## config.mk

```make
export PLATFORM = sky130hd
export DESIGN_NAME = mi_memtest
export DESIGN_NICKNAME = d
export VERILOG_FILES = /design/src/rtl/mi_memtest_pkg.sv /design/src/rtl/mi_lfsr32.sv /design/src/rtl/mi_memtest.sv
export SDC_FILE = /design/constraint.sdc
export NUM_CORES = 1
export LEC_CHECK = 0
export CAP_MARGIN = 40
export CORE_MARGIN = 4
export CORE_UTILIZATION = 49
export CTS_BUF_LIST = sky130_fd_sc_hd__clkbuf_4
export DETAILED_ROUTE_END_ITERATION = 16
export PLACE_DENSITY = 0.86
export SLEW_MARGIN = 30
export SYNTH_ARGS = -nofsm -noshare
export SYNTH_HDL_FRONTEND = slang
export SYNTH_SLANG_ARGS = --single-unit
```

## constraint.sdc

```tcl
create_clock -name clk -period 2.6 [get_ports clk]
set_input_delay 0.26 -clock clk [delete_from_list [all_inputs] [get_ports clk]]
set_output_delay 0.26 -clock clk [all_outputs]
set_load 0.05 [all_outputs]
```

## src/rtl/mi_memtest_pkg.sv

```systemverilog
// Shared definitions for the mi_memtest memory self-test initiator:
// FSM encodings, LFSR polynomial and the mi_len field width.
package mi_memtest_pkg;

    typedef enum logic [2:0] {
        ST_IDLE    = 3'd0,
        ST_WR_CMD  = 3'd1,
        ST_WR_DATA = 3'd2,
        ST_RD_CMD  = 3'd3,
        ST_RD_DATA = 3'd4,
        ST_FIN     = 3'd5
    } state_e;

    // Galois form of x^32 + x^22 + x^2 + x + 1, shifting right.
    localparam logic [31:0] LFSR_POLY = 32'h80200003;

    // Width of the mi_len field (words minus one, up to 128 words).
    localparam int MI_LEN_W = 7;

    // One step of the right-shifting Galois LFSR.
    function automatic logic [31:0] lfsr_step(input logic [31:0] s);
        logic [31:0] nxt;
        nxt = s >> 1;
        if (s[0]) begin
            nxt = nxt ^ LFSR_POLY;
        end else begin
            nxt = nxt;
        end
        return nxt;
    endfunction

endpackage

```

## src/rtl/mi_lfsr32.sv

```systemverilog
// 32-bit Galois LFSR with synchronous load and advance; load wins over advance.
module mi_lfsr32
    import mi_memtest_pkg::*;
#(
    parameter logic [31:0] SEED = 32'h00000001
) (
    input  logic        clk,
    input  logic        rst,
    input  logic        load_i,
    input  logic        adv_i,
    input  logic [31:0] seed_i,
    output logic [31:0] state_o
);

    logic [31:0] state_q;
    logic [31:0] state_d;

    // Next-state selection: reload, step, or hold.
    always_comb begin
        state_d = state_q;
        if (load_i) begin
            state_d = seed_i;
        end else if (adv_i) begin
            state_d = lfsr_step(state_q);
        end else begin
            state_d = state_q;
        end
    end

    // LFSR state register.
    always_ff @(posedge clk) begin
        if (rst) begin
            state_q <= SEED;
        end else begin
            state_q <= state_d;
        end
    end

    assign state_o = state_q;

endmodule

```

## src/rtl/mi_memtest.sv

```systemverilog
// Memory self-test initiator: writes an LFSR pattern over a region in fixed
// bursts, reads it back, and reports mismatches and rlast misplacement.
module mi_memtest
    import mi_memtest_pkg::*;
#(
    parameter int          AW        = 20,
    parameter int          BURST_LEN = 64,
    parameter logic [31:0] SEED      = 32'h00000001
) (
    input  logic                clk,
    input  logic                rst,
    input  logic [AW-1:0]       cfg_base,
    input  logic [15:0]         cfg_nbursts,
    input  logic                start,
    output logic                busy,
    output logic                done,
    output logic                pass,
    output logic [15:0]         err_cnt,
    output logic [AW-1:0]       err_addr,
    output logic                proto_err,
    output logic [AW-1:0]       mi_addr,
    output logic [MI_LEN_W-1:0] mi_len,
    output logic                mi_rw,
    output logic                mi_valid,
    input  logic                mi_ready,
    output logic [31:0]         mi_wdata,
    input  logic                mi_wack,
    input  logic                mi_wlast,
    input  logic [31:0]         mi_rdata,
    input  logic                mi_rstb,
    input  logic                mi_rlast
);

    localparam logic [AW-1:0]       BURST_STEP = AW'(BURST_LEN);
    localparam logic [7:0]          LAST_WORD  = 8'(BURST_LEN - 1);
    localparam logic [MI_LEN_W-1:0] LEN_VAL    = MI_LEN_W'(BURST_LEN - 1);

    state_e        state_q, state_d;
    logic [AW-1:0] base_q, base_d;
    logic [15:0]   nbursts_q, nbursts_d;
    logic [AW-1:0] cur_addr_q, cur_addr_d;
    logic [15:0]   burst_cnt_q, burst_cnt_d;
    logic [7:0]    word_cnt_q, word_cnt_d;
    logic [15:0]   err_cnt_q, err_cnt_d;
    logic [AW-1:0] err_addr_q, err_addr_d;
    logic          proto_err_q, proto_err_d;
    logic          pass_q, pass_d;

    logic          lfsr_load_s;
    logic          lfsr_adv_s;
    logic [31:0]   lfsr_state_s;
    logic [AW-1:0] rd_addr_s;

    // Address of the read word currently expected (wraps with AW).
    assign rd_addr_s = cur_addr_q + AW'(word_cnt_q);

    mi_lfsr32 #(
        .SEED(SEED)
    ) u_lfsr (
        .clk    (clk),
        .rst    (rst),
        .load_i (lfsr_load_s),
        .adv_i  (lfsr_adv_s),
        .seed_i (SEED),
        .state_o(lfsr_state_s)
    );

    // Sequencer: next state, burst/word bookkeeping and result accumulation.
    always_comb begin
        state_d     = state_q;
        base_d      = base_q;
        nbursts_d   = nbursts_q;
        cur_addr_d  = cur_addr_q;
        burst_cnt_d = burst_cnt_q;
        word_cnt_d  = word_cnt_q;
        err_cnt_d   = err_cnt_q;
        err_addr_d  = err_addr_q;
        proto_err_d = proto_err_q;
        pass_d      = pass_q;
        lfsr_load_s = 1'b0;
        lfsr_adv_s  = 1'b0;
        case (state_q)
            ST_IDLE: begin
                if (start) begin
                    base_d      = cfg_base;
                    nbursts_d   = cfg_nbursts;
                    cur_addr_d  = cfg_base;
                    burst_cnt_d = 16'd0;
                    word_cnt_d  = 8'd0;
                    err_cnt_d   = 16'd0;
                    err_addr_d  = '0;
                    proto_err_d = 1'b0;
                    lfsr_load_s = 1'b1;
                    if (cfg_nbursts == 16'd0) begin
                        pass_d  = 1'b1;
                        state_d = ST_FIN;
                    end else begin
                        pass_d  = 1'b0;
                        state_d = ST_WR_CMD;
                    end
                end else begin
                    state_d = ST_IDLE;
                end
            end
            ST_WR_CMD: begin
                if (mi_ready) begin
                    state_d = ST_WR_DATA;
                end else begin
                    state_d = ST_WR_CMD;
                end
            end
            ST_WR_DATA: begin
                if (mi_wack) begin
                    lfsr_adv_s = 1'b1;
                    if (mi_wlast) begin
                        cur_addr_d  = cur_addr_q + BURST_STEP;
                        burst_cnt_d = burst_cnt_q + 16'd1;
                        if (burst_cnt_d != nbursts_q) begin
                            state_d = ST_WR_CMD;
                        end else begin
                            // Write phase complete: rewind for read-back.
                            state_d     = ST_RD_CMD;
                            cur_addr_d  = base_q;
                            burst_cnt_d = 16'd0;
                            lfsr_load_s = 1'b1;
                        end
                    end else begin
                        state_d = ST_WR_DATA;
                    end
                end else begin
                    state_d = ST_WR_DATA;
                end
            end
            ST_RD_CMD: begin
                if (mi_ready) begin
                    word_cnt_d = 8'd0;
                    state_d    = ST_RD_DATA;
                end else begin
                    state_d = ST_RD_CMD;
                end
            end
            ST_RD_DATA: begin
                if (mi_rstb) begin
                    lfsr_adv_s = 1'b1;
                    if (mi_rdata != lfsr_state_s) begin
                        if (err_cnt_q != 16'hFFFF) begin
                            err_cnt_d = err_cnt_q + 16'd1;
                        end else begin
                            err_cnt_d = err_cnt_q;
                        end
                        if (err_cnt_q == 16'd0) begin
                            err_addr_d = rd_addr_s;
                        end else begin
                            err_addr_d = err_addr_q;
                        end
                    end else begin
                        err_cnt_d = err_cnt_q;
                    end
                    if (mi_rlast && (word_cnt_q != LAST_WORD)) begin
                        proto_err_d = 1'b1;
                    end else begin
                        proto_err_d = proto_err_q;
                    end
                    // The burst ends on the BURST_LEN-th strobe regardless of rlast.
                    if (word_cnt_q == LAST_WORD) begin
                        word_cnt_d  = 8'd0;
                        cur_addr_d  = cur_addr_q + BURST_STEP;
                        burst_cnt_d = burst_cnt_q + 16'd1;
                        if (burst_cnt_d != nbursts_q) begin
                            state_d = ST_RD_CMD;
                        end else begin
                            // Result is ready in the same cycle as done.
                            pass_d  = (err_cnt_d == 16'd0) && !proto_err_d;
                            state_d = ST_FIN;
                        end
                    end else begin
                        word_cnt_d = word_cnt_q + 8'd1;
                        state_d    = ST_RD_DATA;
                    end
                end else begin
                    state_d = ST_RD_DATA;
                end
            end
            ST_FIN: begin
                state_d = ST_IDLE;
            end
            default: begin
                state_d = ST_IDLE;
            end
        endcase
    end

    // State and datapath registers.
    always_ff @(posedge clk) begin
        if (rst) begin
            state_q     <= ST_IDLE;
            base_q      <= '0;
            nbursts_q   <= 16'd0;
            cur_addr_q  <= '0;
            burst_cnt_q <= 16'd0;
            word_cnt_q  <= 8'd0;
            err_cnt_q   <= 16'd0;
            err_addr_q  <= '0;
            proto_err_q <= 1'b0;
            pass_q      <= 1'b0;
        end else begin
            state_q     <= state_d;
            base_q      <= base_d;
            nbursts_q   <= nbursts_d;
            cur_addr_q  <= cur_addr_d;
            burst_cnt_q <= burst_cnt_d;
            word_cnt_q  <= word_cnt_d;
            err_cnt_q   <= err_cnt_d;
            err_addr_q  <= err_addr_d;
            proto_err_q <= proto_err_d;
            pass_q      <= pass_d;
        end
    end

    // All outputs are decoded from registered state only.
    assign busy      = (state_q != ST_IDLE);
    assign done      = (state_q == ST_FIN);
    assign pass      = pass_q;
    assign err_cnt   = err_cnt_q;
    assign err_addr  = err_addr_q;
    assign proto_err = proto_err_q;
    assign mi_valid  = (state_q == ST_WR_CMD) || (state_q == ST_RD_CMD);
    assign mi_rw     = (state_q == ST_RD_CMD) || (state_q == ST_RD_DATA);
    assign mi_addr   = cur_addr_q;
    assign mi_len    = LEN_VAL;
    assign mi_wdata  = lfsr_state_s;

endmodule

```

## Word level (Yosys, flattened, before mapping)

Index checks and enable logic that the tools add are counted.
Widths: inputs -> output; s select.

| word-level totals | value |
|---|---|
| register bits after elaboration | 153 |
| bits in latches | 0 |
| RAM bits | 0 |
| bits in read-only memories | 0 |
| input bits | 76 |
| output and inout bits | 101 |
| logic and storage cells | 118 |
| memories kept | 0 |

| operators by class | value |
|---|---|
| $add $sub $neg | 5 |
| $mul | 0 |
| divide/modulo/power cells | 0 |
| magnitude comparators | 0 |
| equality and inequality tests | 19 |
| shift-type cells | 0 |
| multiplexer cells | 62 |
| bitwise gates (word level) | 1 |
| reduce and logical (&&, ||, !) cells | 20 |

Operator list:

| cell | number |
|---|---|
| $mux 20 | 10 |
| $mux 16 | 11 |
| $pmux 20 s3 | 1 |
| $logic_not 16->1 | 3 |
| $pmux 16 s3 | 1 |
| $pmux 20 s2 | 1 |
| $add 16x1->16 const B | 2 |
| $mux 32 | 1 |
| $mux 8 | 4 |
| $ne 32x32->1 | 1 |
| $pmux 16 s2 | 1 |
| $mux 3 | 8 |
| $pmux 8 s3 | 1 |
| $add 20x7->20 const B | 1 |
| $add 20x8->20 | 1 |
| $ne 2x2->1 const B | 9 |
| $mux 1 | 16 |
| $ne 16x16->1 | 1 |
| $ne 16x16->1 const B | 1 |
| $pmux 3 s5 | 1 |
| $reduce_and 5->1 | 2 |
| $reduce_bool 3->1 | 3 |
| $add 8x1->8 const B | 1 |
| $eq 8x6->1 const B | 1 |
| other kinds (17) | 25 |

## Depth between registers and ports, before layout

| logic depth | value |
|---|---|
| word-level depth | 11 |
| gate-level depth with buffers | 14 |
| gate-level depth less buffers | 10 |

## Cells and area by module

Synthesis repeated with hierarchy kept, for this count alone.

| second synthesis, totals | value |
|---|---|
| cell total of the unflattened synthesis | 1097 |
| area, all modules | 9064.9 sq um |

Modules (own cells, without submodules):

| module | times used | cells each | area each (sq um) | sequential area each (sq um) |
|---|---|---|---|---|
| mi_memtest | 1 | 953 | 7389.6 | 2422.3 |
| mi_lfsr32 | 1 | 144 | 1675.4 | 640.6 |

## Least setup slack after synthesis

No wires, ideal clock.

| path | value |
|---|---|
| path kind | register to register |
| start | register cur_addr_q[0], in the netlist mi_addr[0] |
| end | register err_addr_q[18], in the netlist err_addr[18] |
| setup time | 0.092 ns |
| arrival | 3.046 ns |
| required time | 2.508 ns |
| setup slack | -0.539 ns |
| cell stages (with the launch flop) | 11 |
| buffers on the path | 0 |
| cell sequence | dfxtp_1 -> ha_1 -> fa_1 -> a21o_1 -> a21oi_1 -> o21bai_1 -> a2111oi_0 -> nor4_1 -> nand3_1 -> xor2_1 -> o32ai_1 |

| between the ends | value |
|---|---|
| longest elaborated chain between the ends | 5 |

RTL lines:

| element | RTL line | text |
|---|---|---|
| from (decl) | mi_memtest.sv:41 | `logic [AW-1:0] cur_addr_q, cur_addr_d;` |
| from (signal assigned) | mi_memtest.sv:210 | `cur_addr_q <= cur_addr_d;` |
| $add 20x8->20 | mi_memtest.sv:55 | `assign rd_addr_s = cur_addr_q + AW'(word_cnt_q);` |
| $mux 20 | mi_memtest.sv:151 | `if (err_cnt_q == 16'd0) begin` |
| $mux 20 | mi_memtest.sv:145 | `if (mi_rdata != lfsr_state_s) begin` |
| $mux 20 | mi_memtest.sv:143 | `if (mi_rstb) begin` |
| $pmux 20 s2 | mi_memtest.sv:82 | `case (state_q)` |
| to (signal assigned) | mi_memtest.sv:214 | `err_addr_q <= err_addr_d;` |
| to (decl) | mi_memtest.sv:45 | `logic [AW-1:0] err_addr_q, err_addr_d;` |

No other way between the ends. The select of a mux whose other input is x is not followed.
A chain may end at the register's enable or synchronous reset.

## Worst setup path after layout

| path | value |
|---|---|
| start | register burst_cnt_q[5] |
| end | register burst_cnt_q[4] |

| between the ends | value |
|---|---|
| longest elaborated chain between the ends | 6 |

RTL lines:

| element | RTL line | text |
|---|---|---|
| from (decl) | mi_memtest.sv:42 | `logic [15:0] burst_cnt_q, burst_cnt_d;` |
| from (signal assigned) | mi_memtest.sv:211 | `burst_cnt_q <= burst_cnt_d;` |
| $add 16x1->16 | mi_memtest.sv:117 | `burst_cnt_d = burst_cnt_q + 16'd1;` |
| $ne 16x16->1 | mi_memtest.sv:118 | `if (burst_cnt_d != nbursts_q) begin` |
| $mux 16 | mi_memtest.sv:118 |  |
| $mux 16 | mi_memtest.sv:115 | `if (mi_wlast) begin` |
| $mux 16 | mi_memtest.sv:113 | `if (mi_wack) begin` |
| $pmux 16 s3 | mi_memtest.sv:82 |  |

No other way between the ends. The select of a mux whose other input is x is not followed.

==> results.json <==
{
  "grt_usage": 0.267,
  "setup_tns_ps": 0,
  "hold_viol_final": 0,
  "crit_arrival_ps": 3010,
  "drive_above_1_share": 0.180,
  "cts_buffers": 17,
  "grt_start_max_net_pins": 78,
  "syn_inst": 1126,
  "layout_common_cells": "nand2_1 (201), clkdlybuf4s50_1 (165), dfxtp_1 (138)",
  "crit_type": "flip-flop to flip-flop",
  "syn_avg_cell_area_um2": 7.79,
  "tritoncts": "built",
  "hold_path_class": "primary input to flip-flop",
  "synth_seq_area_share": 0.349,
  "synth-edff-count": 0,
  "min_period_over_period": 0.984,
  "dr_wl_met2_mm": 13.6,
  "ys_types": 71,
  "grt_pass1_wl_mm": 44.0,
  "netlist_area_mm2": 0.00877,
  "status": "completed",
  "clkTransAtPathRegs_ps": 150,
  "io_buffers": 169,
  "post-route-min-period_ps": 2560,
  "die_area_mm2": 0.0201,
  "fillCellCount": 1399,
  "rsz0062_at_grt": "true",
  "htreeDepth": 4,
  "worst-r2r-setup-slack_ps": 40,
  "clock-sinks": 153,
  "cts_root_buf": "clkbuf_4",
  "route.detailed.drc": 0,
  "clk_latency_ps": 570,
  "synth.area.top_cells": "dfxtp_1 (35%), nand2_1 (8.6%), xor2_1 (6.3%)",
  "power_mw": 5.39,
  "overflow": 0,
  "maxSlewViolCount": 0,
  "worst_slew_pin_slew_ps": 869,
  "detail_route.wl_per_cell_um": 17.8,
  "max-vdd-ir-drop_mv": 0.338,
  "synth.ff_latch_count": 153,
  "first_pass_iters": 6,
  "fmax_mhz": 391,
  "synth_top_area_frac": 0.349,
  "synth_async_sr_flop_share": 0,
  "power.leakage_nw": 4.36,
  "area_delta_synth_final_pct": 35.1,
  "gp_congestion": 0.946,
  "slew-limit-headroom": 0.421,
  "setup.worst_path.end_class": "flip-flop",
  "drt_iter0_drc": 786,
  "clk_path_buf_depth": 2,
  "highest_layer": "met4",
  "wl_met3_mm": 1.90,
  "antenna_found_initial": 1,
  "drtAntennaViolNets": 0,
  "crit_path_start": "burst_cnt_q[5]$_SDFFE_PP0P_",
  "synthFlopType": "dfxtp_1",
  "ys_warn_count": 0,
  "dp_hpwl_mm": 20.2,
  "final_common_cell": "nand2_1",
  "path_max_fanout": 8,
  "num_vias": 9276,
  "grt_pass1_vias": 8898,
  "initial_core_util": 0.504,
  "vias_per_cell": 5.89,
  "skew_ps": 32.1,
  "wirelength_met1_mm": 11.7,
  "setup_viol": 0,
  "maxCapViolations": 0,
  "ioPinCount": 177,
  "crit_required_ps": 3050,
  "min_delay_path_depth": 4,
  "die_w_um": 142,
  "fp.coreArea_mm2": 0.0174,
  "startpoint_type": "flip-flop",
  "drt_wl_total_mm": 28.1,
  "die_h_um": 142,
  "rr_worst_depth": 12,
  "crit_path_end": "burst_cnt_q[4]$_SDFFE_PP0P_",
  "power.density_mw_per_mm2": 455,
  "num_rows": 48,
  "r2r_start": "burst_cnt_q[5]$_SDFFE_PP0P_",
  "r2r-end": "burst_cnt_q[4]$_SDFFE_PP0P_",
  "netlist.top_cell.by_area": "dfxtp_1",
  "final_nets": 1425
}
report_power, final:
group | switching (mW) | internal, mW
Clock | 0.931 | 0.769
Combinational | 0.692 | 0.465
Sequential | 0.105 | 2.43
Total | 1.73 | 3.66
logic make-up (layout without fill, tap and decap cells):
| family | after synthesis | in the layout | synth area share |
|---|---|---|---|
| AO/OA/AOI/OAI | 266 | 266 | 0.201 |
| XOR/XNOR | 110 | 110 | 0.110 |
| adder cells (fa/ha/maj) | 14 | 14 | 0.0208 |
| buffers and inverters | 96 | 313 | 0.0548 |
| flip-flops | 153 | 153 | 0.349 |
| multiplexers | 5 | 5 | 0.00599 |
| other | 2 | 8 | 0.000856 |
| AND/OR/NAND/NOR | 480 | 480 | 0.258 |
final cells by class:
cell class	count	area [um^2]	area share
multi-input cells	882	5600	0.472
flip-flops and latches	153	3090	0.260
repair buffers	270	2520	0.213
well taps	225	282	0.0237
clock inverters	15	196	0.0166
clock buffers	17	128	0.0108
inverters	11	41.3	0.00348
diodes	1	2.50	0.000211
worst min path at each step:
stage	startpoint	endpoint	slack [ps]
final	rst	err_cnt[12]$_SDFFE_PP0P_	250
after CTS	rst	err_cnt[12]$_SDFFE_PP0P_	210
after global placement	err_addr[14]$_SDFFE_PP0P_	err_addr[14]$_SDFFE_PP0P_	440
after detailed placement	err_addr[3]$_SDFFE_PP0P_	err_addr[3]$_SDFFE_PP0P_	450
after global routing	rst	err_cnt[12]$_SDFFE_PP0P_	210
after floorplan	cfg_base[11]	base_q[11]$_SDFFE_PP0P_	400
state kept, by name, indices dropped and copies added, names as in the netlist:
name,flops
base_q,20
burst_cnt_q,16
err_addr,20
err_cnt,16
mi_addr,20
nbursts_q,16
pass,1
proto_err,1
state_q,3
u_lfsr.state_o,32
word_cnt_q,8
worst max-delay path: stages, from the launching register on:
cell and delay (ps):
dfxtp_2 350, buf_6 110, nand3_4 100, nor4_4 280
buf_4 170, a211oi_2 70, a211oi_2 290, o211ai_1 110
buf_4 160, nor4_4 280, or2_4 270, clkbuf_16 210
nor2_2 50
Yosys cell counts (11+ instances only):
cell type,count
a211oi_1,12
a21oi_1,96
a21oi_2,20
a221oi_1,11
a22oi_1,15
a31oi_1,19
and3_1,12
buf_4,12
clkbuf_1,54
dfxtp_1,153
ha_1,13
nand2_1,201
nand3_1,31
nand4_1,25
nor2_1,98
nor3_1,31
nor4_1,21
o21ai_0,25
o31ai_1,15
or3_1,13
or4_1,11
xnor2_1,47
xor2_1,63
metrics by stage:
stage,util,setup slack [ps],instance area (um^2),hold slack (ps),cells
after CTS,0.655,17.6,11400,210,1557
after global placement,0.635,-189,11100,439,1525
after global routing,0.681,-133,11900,209,1574
after floorplan,-,-8.55,8880,396,1131
final,0.681,41.6,11900,249,1574
after detailed placement,0.635,-150,11100,445,1525
metal layers:
metal | vias to the layer above | GRT usage
li1 | 4399 | -
met1 | 4413 | 0.336
met2 | 391 | 0.454
met3 | 73 | 0.0546
met4 | 0 | 0.0980
met5 | - | 0
repair_timing:
item,CTS,global route
pin swaps,1,37
hold buffers,0,0
setup buffers,0,15
resized for setup,6,82
gates cloned,0,1
endpoints found under the setup margin,7,84
No activity file was read; power rests on OpenSTA's default activity.
